$ cat config.mk
export PLATFORM = sky130hd
export DESIGN_NAME = bus_rr_scheduler
export DESIGN_NICKNAME = d
export VERILOG_FILES = /design/src/rtl/bus_rr_scheduler_pkg.sv /design/src/rtl/bus_rr_scheduler_rr_pick.sv /design/src/rtl/bus_rr_scheduler.sv
export SDC_FILE = /design/constraint.sdc
export NUM_CORES = 1
export LEC_CHECK = 0
export BUFFER_PORTS_ARGS = -buffer_cell sky130_fd_sc_hd__buf_2
export CAP_MARGIN = 30
export CORE_AREA = 2 2 39 41
export DETAILED_ROUTE_END_ITERATION = 7
export DIE_AREA = 0 0 41 43
export GPL_TIMING_DRIVEN = 0
export PLACE_DENSITY_LB_ADDON = 0.12
export SKIP_LAST_GASP = 1
export SYNTH_ARGS = -nofsm -noshare
export SYNTH_HDL_FRONTEND = slang
export SYNTH_SLANG_ARGS = --single-unit
$ cat constraint.sdc
create_clock -name CLK -period 1.7 [get_ports CLK]
set_input_delay 0.34 -clock CLK [delete_from_list [all_inputs] [get_ports CLK]]
set_output_delay 0.34 -clock CLK [all_outputs]
set_load 0.03 [all_outputs]
$ cat src/rtl/bus_rr_scheduler_pkg.sv
// ============================================================================
// Module      : bus_sched_pkg
// Description : Shared types and defaults for the bus round-robin scheduler.
// Revision    : 1.0 - initial release
// ============================================================================
`default_nettype none

package bus_sched_pkg;

  // Scheduler FSM states, fixed 2-bit encoding
  typedef enum logic [1:0] {
    IDLE      = 2'd0,
    ISSUE     = 2'd1,
    WAIT_BUSY = 2'd2,
    WAIT_DONE = 2'd3
  } sched_state_t;

  localparam int c_default_nreq     = 2;
  localparam int c_default_lock_tmo = 1024;

endpackage

`default_nettype wire

$ cat src/rtl/bus_rr_scheduler_rr_pick.sv
// ============================================================================
// Module      : rr_pick
// Description : Combinational round-robin priority encoder. Returns the first
//               set request at or after ptr, wrapping modulo NREQ.
// Revision    : 1.0 - initial release
// ============================================================================
`default_nettype none

module rr_pick #(
  parameter int NREQ = 2,
  parameter int IDW  = 1
) (
  input  logic [NREQ-1:0] req,
  input  logic [IDW-1:0]  ptr,
  output logic [NREQ-1:0] gnt,
  output logic [IDW-1:0]  id,
  output logic            valid
);

  // Requests rotated so that bit 0 corresponds to the pointer position
  logic [NREQ-1:0] w_rot;
  int              w_sum;

  // Scan the rotated vector from offset 0 and map the first hit back to an index
  always_comb begin
    w_rot = NREQ'({req, req} >> ptr);
    w_sum = 0;
    valid = 1'b0;
    id    = '0;
    gnt   = '0;
    for (int i = 0; i < NREQ; i++) begin
      if (!valid && w_rot[i]) begin
        valid = 1'b1;
        w_sum = int'(ptr) + i;
        if (w_sum >= NREQ) begin
          w_sum = w_sum - NREQ;
        end
        id  = IDW'(w_sum);
        gnt = NREQ'(1) << id;
      end
    end
  end

endmodule

`default_nettype wire

$ cat src/rtl/bus_rr_scheduler.sv
// ============================================================================
// Module      : bus_rr_scheduler
// Description : Round-robin scheduler for the shared DRAM/peripheral path.
//               Sequences each grant through issue/busy/done and supports a
//               bus lock for back-to-back atomic sequences.
//               Optional lock watchdog: define BUS_LOCK_WDT_EN.
// Revision    : 1.0 - initial release
// ============================================================================
`default_nettype none

module bus_rr_scheduler
  import bus_sched_pkg::*;
#(
  parameter int NREQ     = c_default_nreq,
  parameter int IDW      = (NREQ > 1) ? $clog2(NREQ) : 1,
  parameter int LOCK_TMO = c_default_lock_tmo
) (
  input  logic            CLK,
  input  logic            RST,
  input  logic [NREQ-1:0] req,
  input  logic [NREQ-1:0] lock,
  input  logic            sys_busy,
  output logic [NREQ-1:0] gnt,
  output logic [IDW-1:0]  gnt_id,
  output logic            start,
  output logic [NREQ-1:0] done,
  output logic            locked,
  output logic            err,
  output logic            wdt_fire
);

  sched_state_t    r_state;
  logic [IDW-1:0]  r_ptr;
  logic [IDW-1:0]  r_owner;

  logic [NREQ-1:0] w_owner_mask;
  logic [NREQ-1:0] w_cand;
  logic [NREQ-1:0] w_pick_gnt;
  logic [IDW-1:0]  w_pick_id;
  logic            w_pick_valid;

`ifdef BUS_LOCK_WDT_EN
  localparam int                  c_wdt_w   = (LOCK_TMO > 2) ? $clog2(LOCK_TMO) : 1;
  localparam logic [c_wdt_w-1:0]  c_wdt_max = c_wdt_w'(LOCK_TMO - 1);
  logic [c_wdt_w-1:0]             r_wdt_cnt;
`else
  assign wdt_fire = 1'b0;
`endif

  // The requester just completed is masked for one cycle so it may drop req
  // on its done cycle; a held lock narrows the candidates to the owner.
  assign w_owner_mask = NREQ'(1) << r_owner;
  assign w_cand       = req & ~done & (locked ? w_owner_mask : {NREQ{1'b1}});

  rr_pick #(
    .NREQ (NREQ),
    .IDW  (IDW)
  ) u_rr_pick (
    .req   (w_cand),
    .ptr   (r_ptr),
    .gnt   (w_pick_gnt),
    .id    (w_pick_id),
    .valid (w_pick_valid)
  );

  // Scheduler FSM with registered grant, strobes, lock tracking and watchdog
  always_ff @(posedge CLK) begin
    if (RST) begin
      r_state   <= IDLE;
      r_ptr     <= '0;
      r_owner   <= '0;
      gnt       <= NREQ'(1);
      gnt_id    <= '0;
      start     <= 1'b0;
      done      <= '0;
      locked    <= 1'b0;
      err       <= 1'b0;
`ifdef BUS_LOCK_WDT_EN
      wdt_fire  <= 1'b0;
      r_wdt_cnt <= '0;
`endif
    end else begin
      start <= 1'b0;
      done  <= '0;
`ifdef BUS_LOCK_WDT_EN
      wdt_fire <= 1'b0;
`endif
      // Downstream must be quiet while nothing is issued
      if (r_state == IDLE && sys_busy) begin
        err <= 1'b1;
      end

      case (r_state)
        IDLE: begin
          if (w_pick_valid) begin
            gnt     <= w_pick_gnt;
            gnt_id  <= w_pick_id;
            start   <= 1'b1;
            r_state <= ISSUE;
`ifdef BUS_LOCK_WDT_EN
            r_wdt_cnt <= '0;
`endif
          end
`ifdef BUS_LOCK_WDT_EN
          else if (locked && !req[r_owner]) begin
            if (r_wdt_cnt == c_wdt_max) begin
              locked    <= 1'b0;
              wdt_fire  <= 1'b1;
              r_wdt_cnt <= '0;
            end else begin
              r_wdt_cnt <= r_wdt_cnt + c_wdt_w'(1);
            end
          end
`endif
        end
        ISSUE: begin
          r_state <= WAIT_BUSY;
        end
        WAIT_BUSY: begin
          if (sys_busy) begin
            r_state <= WAIT_DONE;
          end
        end
        WAIT_DONE: begin
          if (!sys_busy) begin
            done    <= gnt;
            r_ptr   <= (gnt_id == IDW'(NREQ - 1)) ? '0 : gnt_id + IDW'(1);
            locked  <= lock[gnt_id];
            r_owner <= gnt_id;
            r_state <= IDLE;
          end
        end
        default: begin
          r_state <= IDLE;
        end
      endcase
    end
  end

endmodule

`default_nettype wire

==> results of run 1 <==
==> final timing paths <==
path / from / endpoint
hold reg to reg: err$_SDFFE_PP0P_ / err$_SDFFE_PP0P_
setup / recovery: gnt[1]$_SDFFE_PP0P_ / gnt[1]
hold / removal: RST / r_state[1]$_SDFFE_PP0P_
setup reg to reg: r_state[0]$_SDFFE_PP0P_ / r_state[1]$_SDFFE_PP0P_
==> power by group through the flow <==
stage / clock, mW / combinational [mW] / sequential [mW]
floorplan: 0 / 0.195 / 0.387
global placement: 0 / 0.309 / 0.344
detailed placement: 0 / 0.309 / 0.344
CTS: 0.186 / 0.311 / 0.339
global route: 0.197 / 0.343 / 0.348
finish: 0.180 / 0.306 / 0.338
==> state kept, by name (all words and copies together) (netlist names) <==
signal / cells
done: 2
err: 1
gnt: 2
locked: 1
r_owner: 1
r_ptr: 1
r_state: 2
start: 1
==> cell type report <==
type	count	area, um2
fill	141	718
multi-input combinational	39	290
sequential	11	220
timing repair buffer	14	70.1
clock buffer	4	26.3
buffer	4	23.8
tap	16	20.0
inverter	4	15.0
==> routing by layer <==
metal | part of all wire | up-vias
met4 | 0.011 | 0
met3 | 0.059 | 2
met1 | 0.53 | 182
met5 | 0 | -
met2 | 0.40 | 11
li1 | - | 238
==> synth_stat cells <==
cell	count	area [um2]
nor3_1	1	5.00
mux2i_1	1	10.0
dfxtp_1	11	220
a211oi_1	3	22.5
nor3b_2	1	12.5
ha_1	3	37.5
and3b_1	1	8.76
nor2b_1	2	12.5
clkbuf_1	1	3.75
nor3b_1	2	15.0
buf_2	1	5.00
a21oi_1	3	15.0
nor2_1	6	22.5
o21ba_2	1	10.0
o21a_1	1	7.51
nand3b_1	1	7.51
nand2_1	1	3.75
o21bai_1	1	7.51
nand2b_1	3	18.8
conb_1	1	3.75
buf_4	2	15.0
inv_1	4	15.0
and2b_1	2	15.0
o32ai_2	1	16.3
a221oi_2	1	15.0
o2111a_1	1	11.3
a31oi_1	2	12.5
==> cells in the final DEF (no fill, tap or decap) <==
master	count
nand3b_1	1
nand2_1	1
clkbuf_4	3
nand2b_1	3
buf_2	15
clkbuf_1	2
nor2b_1	2
ha_1	3
buf_4	2
nor3b_2	1
a221oi_2	1
o21bai_1	1
and3b_1	1
a21oi_1	3
and2b_1	2
o2111a_1	1
nor3_1	1
a31oi_1	2
a211oi_1	3
o21ba_2	1
dfxtp_1	11
o32ai_2	1
conb_1	1
nor3b_1	2
mux2i_1	1
nor2_1	6
o21a_1	1
inv_1	4
==> kinds of logic after synthesis <==
group                    synth area share
AO/OA/AOI/OAI                       0.214
adder cells (fa/ha/maj)            0.0683
buffers and inverters              0.0706
flip-flops                          0.401
multiplexers                       0.0182
other                             0.00683
AND/OR/NAND/NOR                     0.221
==> critical path, cell delays in order, from the launching register on <==
cell and delay (ns):
dfxtp_1 0.42, buf_4 0.14, buf_2 0.18
==> per-stage QoR <==
step	cells	area, um2	power (mW)
after global routing	92	666	0.888
final	92	666	0.823
after floorplan	58	549	0.582
after detailed placement	88	639	0.653
after CTS	92	666	0.836
after global placement	88	639	0.653
==> flow_metrics.py, run 1 <==
metrics = {
    "outcome": {
        "status": "completed",
    },
    "setup_path": {
        "crit_path_start_kind": "flop",
        "cp_data_required_time_ns": 1.36,
        "cp.arrival_ns": 1.00,
        "crit_type": "reg -> out",
        "cp_max_fo": 6,
        "reg2regPathDepth": 4,
        "cp-end-kind": "primary output",
        "rrSetupSlack_ns": 0.36,
    },
    "clocking": {
        "worst_skew_pair.late_latency_ns": 0.27,
        "clkSinkCount": 11,
        "clk_path_buf_depth": 2,
        "post_cts_buffers": 0,
        "clk_pin_slew_worst_paths_ns": 0.06,
        "cts-root-buf": "clkbuf_4",
        "htree_levels": 1,
        "cts_hold_buf": 0,
        "cts_resized": 0,
        "numCtsBuffers": 3,
        "cts_tree": "done",
    },
    "power_and_ir_drop": {
        "p_sw_frac": 0.365,
        "vdd_ir_drop_max_mv": 0.698,
        "power_frac_comb": 0.372,
        "power_frac_clock": 0.218,
        "powerDensity_nw_per_um2": 1240,
        "p_int_mw": 0.523,
        "power_frac_seq": 0.410,
        "p_switching_mw": 0.301,
        "power.leakage_nw": 0.303,
    },
    "floorplanning": {
        "fp.dieArea_um2": 1760,
        "initial_core_util": 0.397,
        "top_level_ports": 16,
        "placementRows": 14,
        "core_area_um2": 1380,
        "fp.dieH_um": 43,
        "die_w_um": 41,
    },
    "sta": {
        "fmaxAchievable_ghz": 0.746,
        "rsz0062_at_grt": "false",
        "setup_ws_ns": 0.359,
        "tns_ns": 0,
        "fin_crit_ns": 1.34,
        "whs_ns": 0.360,
        "finalSetupViolations": 0,
        "clock_skew_ns": 0.00596,
        "hold_viol_final": 0,
        "drv_slew": 0,
        "finalCritPeriodShare": 0.789,
    },
    "yosys": {
        "yosys_register_bits": 11,
        "syn_inst": 58,
        "yosysWarnings": 0,
        "synth_fp_nets": 68,
        "synth_area_per_cell_um2": 9.47,
        "ys_types": 27,
        "yosysSeqAreaShare": 0.401,
        "syn-cell-area_um2": 549,
    },
    "min_path": {
        "holdPathStages": 3,
        "hold_path_class": "in -> reg",
    },
    "layout": {
        "diodes": 0,
        "nNetsFinal": 87,
        "final_util": 0.481,
        "syn_to_final_growth_pct": 21.2,
        "final_layout_size_suffix_gt1_frac": 0.316,
    },
    "placement": {
        "portBuffers": 14,
        "place_congestion": 0.722,
        "dp_slack_ns": 0.357,
        "hpwl_um": 714,
    },
    "routing": {
        "drtAntennaViolNets": 0,
        "wirelength_um": 950,
        "post_drt_wl_per_cell_um": 10.3,
        "firstDrtPassIters": 3,
        "via_per_inst": 4.71,
        "drt_first_iter_violations": 2,
        "vias": 433,
        "drc_errors": 0,
    },
    "grt": {
        "overflow": 0,
        "grt_pass1_vias": 389,
        "grt_first_pass_wirelength_mm": 1.59,
        "grt_use_met1": 0.183,
        "grt_max_degree": 11,
        "grtUsageMet2": 0.178,
        "met3_usage": 0.0785,
        "track_usage": 0.138,
        "top_usage_layer": "met1",
        "antenna_found_initial": 0,
    },
    "flow_run": {
        "maxCapViolCount": 0,
    },
}
Note: power is estimated with default switching activity, not from simulation.
==> run 2, diff against run 1 <==
==> constraint.sdc (replaced) <==
create_clock -name CLK -period 1.3 [get_ports CLK]
set_input_delay 0.26 -clock CLK [delete_from_list [all_inputs] [get_ports CLK]]
set_output_delay 0.26 -clock CLK [all_outputs]
set_load 0.03 [all_outputs]
==> run 2 against run 1 <==
  * Combinational power grew 42%
  * Clock power up 26%
  * Core utilization is 4.7 points higher
  * Sequential cell count unchanged
  * Critical path type is now reg -> reg
  * Largest power group unchanged
==> flow_metrics.py, run 2 (synthesis results as in run 1) <==
metrics = {
    "sta": {
        "fin_crit_ns": 1.28,
        "setup_ws_ns": 0.0157,
        "whs_ns": 0.274,
        "hold_viol_final": 0,
        "finalCritPeriodShare": 0.988,
        "drv_slew": 0,
        "fmaxAchievable_ghz": 0.779,
        "finalSetupViolations": 0,
        "clock_skew_ns": 0.00136,
        "rsz0062_at_grt": "true",
    },
    "clocking": {
        "clk_pin_slew_worst_paths_ns": 0.07,
        "worst_skew_pair.late_latency_ns": 0.26,
        "cts-root-buf": "clkbuf_4",
        "numCtsBuffers": 3,
        "cts_tree": "done",
        "clkSinkCount": 11,
        "cts_hold_buf": 0,
        "htree_levels": 1,
        "clk_path_buf_depth": 2,
    },
    "grt": {
        "track_usage": 0.142,
        "grt_pass1_vias": 406,
        "antenna_found_initial": 0,
        "overflow": 0,
        "grt_first_pass_wirelength_mm": 1.70,
        "grt_max_degree": 11,
    },
    "floorplanning": {
        "fp.dieH_um": 43,
        "core_area_um2": 1380,
        "fp.dieArea_um2": 1760,
        "placementRows": 14,
        "top_level_ports": 16,
        "die_w_um": 41,
        "initial_core_util": 0.397,
    },
    "placement": {
        "dp_slack_ns": -0.0201,
        "portBuffers": 14,
        "dpl_cell_area_um2": 643,
        "place_congestion": 0.660,
        "hpwl_um": 753,
    },
    "routing": {
        "vias": 472,
        "post_drt_wl_per_cell_um": 11.4,
        "wirelength_mm": 1.09,
        "drt_first_iter_violations": 2,
        "drtAntennaViolNets": 0,
        "via_per_inst": 4.92,
        "drc_errors": 0,
        "firstDrtPassIters": 3,
    },
    "min_path": {
        "hold_path_class": "in -> reg",
    },
    "layout": {
        "syn_to_final_growth_pct": 33.0,
        "layout_commonest_cell": "buf_2",
        "diodes": 0,
        "final_layout_size_suffix_gt1_frac": 0.475,
        "largest_registers": "done (2), gnt (2), r_state (2)",
        "nNetsFinal": 91,
        "fillers": 135,
        "design_area_um2": 731,
        "final_cell_mix": "buf_2 (15), nor2_1 (6), buf_4 (6), dfxtp_2 (5), dfxtp_1 (5)",
    },
    "setup_path": {
        "cp-end-kind": "flop",
        "cp_data_required_time_ns": 1.50,
        "crit_path_start_kind": "flop",
        "crit_type": "reg -> reg",
        "rrSetupSlack_ns": 0.02,
        "cp_max_fo": 3,
        "cp.arrival_ns": 1.48,
    },
    "power_and_ir_drop": {
        "powerDensity_nw_per_um2": 1520,
        "power.leakage_nw": 0.324,
        "vdd_ir_drop_max_mv": 0.693,
    },
    "outcome": {
        "status": "completed",
    },
    "flow_run": {
        "maxCapViolCount": 0,
    },
}
==> run 2: what timing repair did <==
action,4_1_cts,5_1_grt
gates resized for setup,3,7
setup endpoints to repair,2,4
pin swaps,1,4
buffers inserted,0,4
cloned,0,0
==> run 2: layer usage <==
| metal | track usage | up-vias | wire (um) |
|---|---|---|---|
| li1 | - | 245 | - |
| met1 | 0.183 | 213 | 492 |
| met2 | 0.200 | 12 | 532 |
| met3 | 0.0471 | 2 | 53 |
| met4 | 0.0800 | 0 | 12 |
| met5 | 0 | - | 0 |
==> run 2: final timing paths <==
check                      from                       to  cells after the start
min reg2reg    err$_SDFFE_PP0P_         err$_SDFFE_PP0P_                      2
min                         RST  r_state[1]$_SDFFE_PP0P_                      3
max reg2reg  done[1]$_SDFF_PP0_  r_state[1]$_SDFFE_PP0P_                      4
max          done[1]$_SDFF_PP0_  r_state[1]$_SDFFE_PP0P_                      4
==> run 2: critical path, cell delays in order (launching register included) <==
cell and delay (ns):
dfxtp_2 0.32, and2b_1 0.26, o32ai_4 0.12, a221oi_2 0.31, mux2i_1 0.21
==> run 2: final cells by class <==
| class | instances | area (um2) | share of cell area |
|---|---|---|---|
| plain buffers | 4 | 23.8 | 0.0325 |
| clock buffers | 4 | 26.3 | 0.0360 |
| inverters | 4 | 15.0 | 0.0205 |
| multi-input cells | 39 | 315 | 0.432 |
| flip-flops and latches | 11 | 230 | 0.315 |
| well taps | 16 | 20.0 | 0.0274 |
| repair buffers | 18 | 100 | 0.137 |
==> run 2: per-stage QoR <==
step | TNS (ns) | instances | power [mW] | utilization
floorplan | 0 | 58 | 0.762 | -
global route | -0.174 | 96 | 1.19 | 0.528
detailed placement | -0.0206 | 88 | 0.860 | 0.465
CTS | 0 | 92 | 1.10 | 0.487
global placement | -0.0193 | 88 | 0.855 | 0.465
finish | 0 | 96 | 1.11 | 0.528
==> run 2: report_power, final <==
part / total, mW / internal [mW] / leakage, nW / switching (mW)
sequential: 0.448 / 0.401 / 0.0930 / 0.0463
clock: 0.227 / 0.119 / 0.0150 / 0.108
combinational: 0.436 / 0.189 / 0.216 / 0.246
